==> src/rtl/pwm_pkg.sv <==
// pwm_pkg: shared types and constants for the PWM capture block.
// Holds the measurement FSM state encoding and the timeout threshold helper.
package pwm_pkg;

   typedef enum logic [1:0] {
      S_WAIT  = 2'd0,
      S_MEAS  = 2'd1,
      S_STUCK = 2'd2
   } state_t;

   // Period count at which a missing rising edge is declared a timeout.
   function automatic int unsigned timeout_thresh(input int unsigned bw);
      return (32'd1 << bw) + 32'd1;
   endfunction

endpackage

==> src/rtl/sync_edge_detect.sv <==
// sync_edge_detect: multi-flop synchroniser for an asynchronous input.
// Also produces single-cycle rise/fall strobes from the synchronised level.
module sync_edge_detect #(
   parameter int sync_stages = 2
) (
   input  logic clk,
   input  logic rst_n,
   input  logic async_in,
   output logic sync_out,
   output logic rise,
   output logic fall
);

   logic [sync_stages-1:0] r_sync;
   logic                   r_dly;
   logic                   w_lvl;

   assign w_lvl = r_sync[sync_stages-1];

   // Shift the raw input through the synchroniser chain.
   always_ff @(posedge clk or negedge rst_n) begin
      if (!rst_n) begin
         r_sync <= '0;
      end else begin
         r_sync <= {r_sync[sync_stages-2:0], async_in};
      end
   end

   // One-cycle delayed copy of the synchronised level for edge detection.
   always_ff @(posedge clk or negedge rst_n) begin
      if (!rst_n) begin
         r_dly <= 1'b0;
      end else begin
         r_dly <= w_lvl;
      end
   end

   assign sync_out = w_lvl;
   assign rise     = w_lvl & ~r_dly;
   assign fall     = ~w_lvl & r_dly;

endmodule

==> src/rtl/pwm_capture.sv <==
// pwm_capture: measures duty and period of an asynchronous PWM input.
// Results use the generator's duty/max_value encoding for loopback checks.
module pwm_capture
   import pwm_pkg::*;
#(
   parameter int bit_width   = 8,
   parameter int sync_stages = 2
) (
   input  logic                 clk,
   input  logic                 rst_n,
   input  logic                 en,
   input  logic                 pwm_in,
   output logic [bit_width-1:0] duty_out,
   output logic [bit_width-1:0] max_value_out,
   output logic                 valid,
   output logic                 timeout
);

   localparam int CW = bit_width + 1;

   localparam logic [CW-1:0] TH =
      CW'(timeout_thresh(bit_width));

   localparam logic [bit_width-1:0] ALL1 =
      {bit_width{1'b1}};

   localparam logic [CW-1:0] ONE = CW'(1);

   state_t               r_state;
   logic [CW-1:0]        r_period_cnt;
   logic [CW-1:0]        r_high_cnt;
   logic [bit_width-1:0] r_duty;
   logic [bit_width-1:0] r_max;
   logic                 r_valid;
   logic                 r_timeout;

   logic                 w_pwm_s;
   logic                 w_rise;
   logic                 w_unused_fall;
   logic                 w_thresh;
   logic [CW-1:0]        w_per_m1;

   // Clamp a counter value into the result width.
   function automatic logic [bit_width-1:0] sat(
      input logic [CW-1:0] x
   );
      return x[bit_width] ? ALL1 : x[bit_width-1:0];
   endfunction

   sync_edge_detect #(
      .sync_stages(sync_stages)
   ) u_sync (
      .clk     (clk),
      .rst_n   (rst_n),
      .async_in(pwm_in),
      .sync_out(w_pwm_s),
      .rise    (w_rise),
      .fall    (w_unused_fall)
   );

   assign w_thresh = (r_period_cnt == TH);
   assign w_per_m1 = r_period_cnt - ONE;

   // Measurement FSM: counters, result registers and status flags.
   always_ff @(posedge clk or negedge rst_n) begin
      if (!rst_n) begin
         r_state      <= S_WAIT;
         r_period_cnt <= '0;
         r_high_cnt   <= '0;
         r_duty       <= '0;
         r_max        <= '0;
         r_valid      <= 1'b0;
         r_timeout    <= 1'b0;
      end else if (!en) begin
         r_state      <= S_WAIT;
         r_period_cnt <= '0;
         r_high_cnt   <= '0;
         r_valid      <= 1'b0;
      end else begin
         r_valid <= 1'b0;
         unique case (r_state)
            S_WAIT: begin
               if (w_rise) begin
                  r_period_cnt <= ONE;
                  r_high_cnt   <= ONE;
                  r_state      <= S_MEAS;
               end else if (w_thresh) begin
                  r_duty       <= w_pwm_s ? ALL1 : '0;
                  r_max        <= ALL1;
                  r_timeout    <= 1'b1;
                  r_valid      <= 1'b1;
                  r_period_cnt <= '0;
                  r_high_cnt   <= '0;
                  r_state      <= S_STUCK;
               end else begin
                  r_period_cnt <= r_period_cnt + ONE;
               end
            end
            S_MEAS: begin
               if (w_rise) begin
                  r_duty       <= sat(r_high_cnt);
                  r_max        <= sat(w_per_m1);
                  r_valid      <= 1'b1;
                  r_timeout    <= 1'b0;
                  r_period_cnt <= ONE;
                  r_high_cnt   <= ONE;
               end else if (w_thresh) begin
                  r_duty       <= w_pwm_s ? ALL1 : '0;
                  r_max        <= ALL1;
                  r_timeout    <= 1'b1;
                  r_valid      <= 1'b1;
                  r_period_cnt <= '0;
                  r_high_cnt   <= '0;
                  r_state      <= S_STUCK;
               end else begin
                  r_period_cnt <= r_period_cnt + ONE;
                  if (w_pwm_s) begin
                     r_high_cnt <= r_high_cnt + ONE;
                  end
               end
            end
            S_STUCK: begin
               if (w_rise) begin
                  r_period_cnt <= ONE;
                  r_high_cnt   <= ONE;
                  r_state      <= S_MEAS;
               end
            end
            default: begin
               r_state <= S_WAIT;
            end
         endcase
      end
   end

   assign duty_out      = r_duty;
   assign max_value_out = r_max;
   assign valid         = r_valid;
   assign timeout       = r_timeout;

endmodule

==> config.mk <==
export PLATFORM = sky130hd
export DESIGN_NAME = pwm_capture
export DESIGN_NICKNAME = d
export VERILOG_FILES = /design/src/rtl/pwm_pkg.sv /design/src/rtl/sync_edge_detect.sv /design/src/rtl/pwm_capture.sv
export SDC_FILE = /design/constraint.sdc
export NUM_CORES = 1
export LEC_CHECK = 0
export CAP_MARGIN = 20
export CELL_PAD_IN_SITES_DETAIL_PLACEMENT = 1
export CELL_PAD_IN_SITES_GLOBAL_PLACEMENT = 1
export CORE_MARGIN = 2
export CORE_UTILIZATION = 47
export DETAILED_ROUTE_END_ITERATION = 7
export GPL_TIMING_DRIVEN = 0
export PLACE_DENSITY_LB_ADDON = 0.1
export SYNTH_ARGS = -nofsm -noshare
export SYNTH_HDL_FRONTEND = slang
export SYNTH_SLANG_ARGS = --single-unit
==> constraint.sdc <==
create_clock -name clk -period 5.32 [get_ports clk]
set_clock_uncertainty 0.05 [all_clocks]
set_input_delay 0.532 -clock clk [delete_from_list [all_inputs] [get_ports clk]]
set_output_delay 0.532 -clock clk [all_outputs]
set_load 0.05 [all_outputs]
==> metrics.log <==
[metrics] outcome: finished clean
[metrics] DR pass1 iterations: 4
[metrics] type of the worst setup path: primary input to flop
[metrics] register area share after synthesis: 0.4594
[metrics] final global-route overflow total: 0
[metrics] ratio of final minimum period to clock period: 0.4889
[metrics] number of buffers created by CTS: 5
[metrics] count of flip-flops with a built-in enable after synthesis: 0
[metrics] initial antenna violation count: 0
[metrics] clock sinks: 41
[metrics] CTS tree: done
[metrics] # IOs: 22
[metrics] number of vias after detailed routing: 1895
[metrics] synthesized netlist net count: 248
[metrics] placed wire-length estimate after detailed placement: 4048 um
[metrics] sequential share of power: 0.378
[metrics] fraction of synthesis flops using an asynchronous set or reset pin: 1.000
[metrics] Net Sw Frac: 0.3780
[metrics] number of storage elements in the synthesis netlist: 41
[metrics] post-synth top area share: 0.4594
[metrics] slew of the pin with the lowest slew margin: 1025 ps
[metrics] Layout Area Growth over Synthesis: 18.32%
[metrics] Post-CTS Repair Setup Buffers: 0
[metrics] maximum buffer depth of the clock tree: 2
[metrics] element type at the critical path start: primary input
[metrics] slowest stage cell on the critical path: nor3b_1
[metrics] core area: 4661 um2
[metrics] static leakage: 1.098 nW
[metrics] Crit. End Element: flop
[metrics] Gates resized, CTS repair: 0
[metrics] GR Util All Layers: 0.2324
[metrics] Area contributors post-synth: dfrtp_1 (46%), a21oi_1 (5.2%), ha_1 (4.5%), xnor2_1 (4.3%), nor2_1 (3.7%)
[metrics] Combinational Power Share: 0.370
[metrics] Period minus WS final: 2601 ps
[metrics] antenna diode count: 0
[metrics] internal power: 0.6436 mW
[metrics] FF-to-FF path depth: 6
[metrics] clock-pin slew reported for the worst setup and hold paths after clock tree synthesis: 80 ps
[metrics] arrival time reported for the critical path endpoint: 2670 ps
[metrics] peak supply drop: 0.0001500 V
[metrics] worst-path cell chain: clkdlybuf4s50_1 > o21ai_0 > a21oi_1 > nor3b_1 > a31oi_1
[metrics] Crit path buffers/inverters: 1
[metrics] Largest stage delay, worst path: 860 ps
[metrics] initial cell density of the core: 0.4792
[metrics] synthesized instance count: 236
[metrics] wire length of the first global-routing pass: 9597 um
[metrics] critical path fanouts, max: 8
[metrics] part of the total power dissipated in the clock network: 0.251
[metrics] register-to-register setup slack: 2840 ps
[metrics] post-route antenna net violation count: 0
[metrics] RePlAce Congestion: 0.8490
[metrics] remaining routing DRC violations: 0
[metrics] count leader, synth: dfrtp_1
[metrics] # H-tree levels: 2
[metrics] number of max-capacitance violations reported: 0
[metrics] required time at the endpoint of the critical path: 5390 ps
[metrics] root buffer cell: clkbuf_8
[metrics] largest net degree at the start of global routing: 26
[metrics] area of the die: 5320 um2
[metrics] worst slew margin relative to its limit: 0.3153
[metrics] number of failing hold endpoints at the final stage: 0
[metrics] clock latency on the worst-skew pair: 290 ps
[metrics] top cell family by delay on the critical path: simple AND/OR/NAND/NOR gates
[metrics] number of max-slew violations in the final report: 0
[metrics] total number of cells along the worst setup path: 5
[metrics] num rows: 25
[metrics] most frequent cells after synthesis: dfrtp_1 (41), a21oi_1 (23), nor2_1 (22), inv_1 (14), nand2_1 (14)
[metrics] number of DRC markers in iteration 0: 109
[metrics] setup repair after global routing missed its margin: false
[metrics] via count of the first global-routing pass: 2008
[metrics] Warnings, synthesis: 0
[metrics] power per cell area: 391.6 nW/um2
[metrics] final WL: 5439 um
[metrics] average detailed-routed wire length per instance: 17.00 um
[metrics] FMAX: 384.5 MHz
[metrics] switching pwr: 0.3912 mW
[metrics] post-layout net count: 277
[metrics] number of buffers added on ports: 21
[metrics] Die Wd: 72.94 um
[metrics] class of the tightest hold or removal check: primary input to async pin
[metrics] die extent in y: 72.94 um
[metrics] Final setup viols: 0
[metrics] mean area per synthesized cell: 9.464 um2
[metrics] Synth Cell Area: 2233 um2
[metrics] library cell with the largest summed area after synthesis: dfrtp_1
[metrics] hold buffer count at CTS: 0
[metrics] accumulated negative setup slack: 0 ps
[metrics] dominant register cell in the synthesized netlist: dfrtp_1
[metrics] layout cell share with drive strength beyond 1: 0.07519
[metrics] via/cell ratio: 5.922
[metrics] post-synth cell types: 45
[metrics] Hold WS: 118.4 ps
layout make-up:
class	count	area (um2)
well taps	54	67.56
repair buffers	22	225.2
clock inverters	1	30.03
clock buffers	7	86.33
fillers	537	2018
flip-flops and latches	41	1026
multi-input cells	169	1096
plain buffers	12	58.81
inverters	14	52.55
power groups by stage:
| stage | clock network [mW] | logic (mW) | registers [mW] |
|---|---|---|---|
| detailed placement | 0 | 0.384 | 0.399 |
| global placement | 0 | 0.377 | 0.398 |
| global route | 0.277 | 0.410 | 0.398 |
| floorplan | 0 | 0.100 | 0.551 |
| finish | 0.260 | 0.383 | 0.392 |
| CTS | 0.266 | 0.385 | 0.393 |
cell families after synthesis:
kind of cell / after synthesis / share of synthesized area
xor+xnor: 12 / 0.04706
compound gates: 73 / 0.2168
flops: 41 / 0.4594
simple gates: 75 / 0.1776
fa+ha+maj: 8 / 0.04482
buf+inv: 26 / 0.04986
mux: 1 / 0.004482
routing by layer:
metal	track usage	up-vias	share of wire
met1	0.3057	932	0.47
met4	0.1235	0	0.025
met5	0	-	0
met3	0.03177	12	0.022
met2	0.3717	30	0.48
li1	-	921	-
registers in the layout (all words and copies together), names as in the netlist:
name,cells
max_value_out,8
timeout,1
u_sync.r_sync,2
r_state,2
u_sync.r_dly,1
valid,1
r_period_cnt,9
duty_out,8
r_high_cnt,9
cell usage in the layout, fill, tap and decap left out, types with 2 or more instances in the layout:
cell type	instances
a21oi_1	23
a2bb2oi_1	8
a31oi_1	3
and3_1	2
and4_1	2
buf_2	6
clkbuf_1	7
clkbuf_8	6
clkdlybuf4s50_1	20
dfrtp_1	41
ha_1	8
inv_1	14
nand2_1	14
nand2b_1	3
nand3_1	12
nand4_1	4
nor2_1	22
nor3_1	5
nor4_1	3
o211ai_1	2
o21ai_0	8
o22ai_1	13
o2bb2ai_1	2
o31ai_1	3
xnor2_1	11
worst reg2reg max path, delay by kind of cell (launching register included):
kind / cells / cell delay [ps]
flip-flops: 1 / 420
adder cells (fa/ha/maj): 1 / 320
buffers and inverters: 1 / 110
AND/OR/NAND/NOR: 1 / 860
AO/OA/AOI/OAI: 3 / 550
stage by stage:
stage,util,power (mW),worst slack (ps),std cells,area [um2]
6_report,0.5670,1.035,2719,320,2643
5_1_grt,0.5670,1.085,2508,320,2643
4_1_cts,0.5670,1.044,2728,320,2643
3_5_place_dp,0.5420,0.7826,2427,312,2526
3_3_place_gp,0.5388,0.7750,2466,311,2511
2_1_floorplan,-,0.6514,3307,236,2233
worst paths after layout:
path,from,to
max in group asynchronous,rst_n,duty_out[3]$_DFFE_PN0P_
max,en,max_value_out[3]$_DFFE_PN0P_
min in group clk,u_sync.r_sync[0]$_DFF_PN0_,u_sync.r_sync[1]$_DFF_PN0_
max reg2reg,r_state[0]$_DFFE_PN0P_,max_value_out[3]$_DFFE_PN0P_
min,rst_n,r_period_cnt[2]$_DFFE_PN0P_
min reg2reg,u_sync.r_sync[0]$_DFF_PN0_,u_sync.r_sync[1]$_DFF_PN0_
Power figures use the tool's default switching activity.
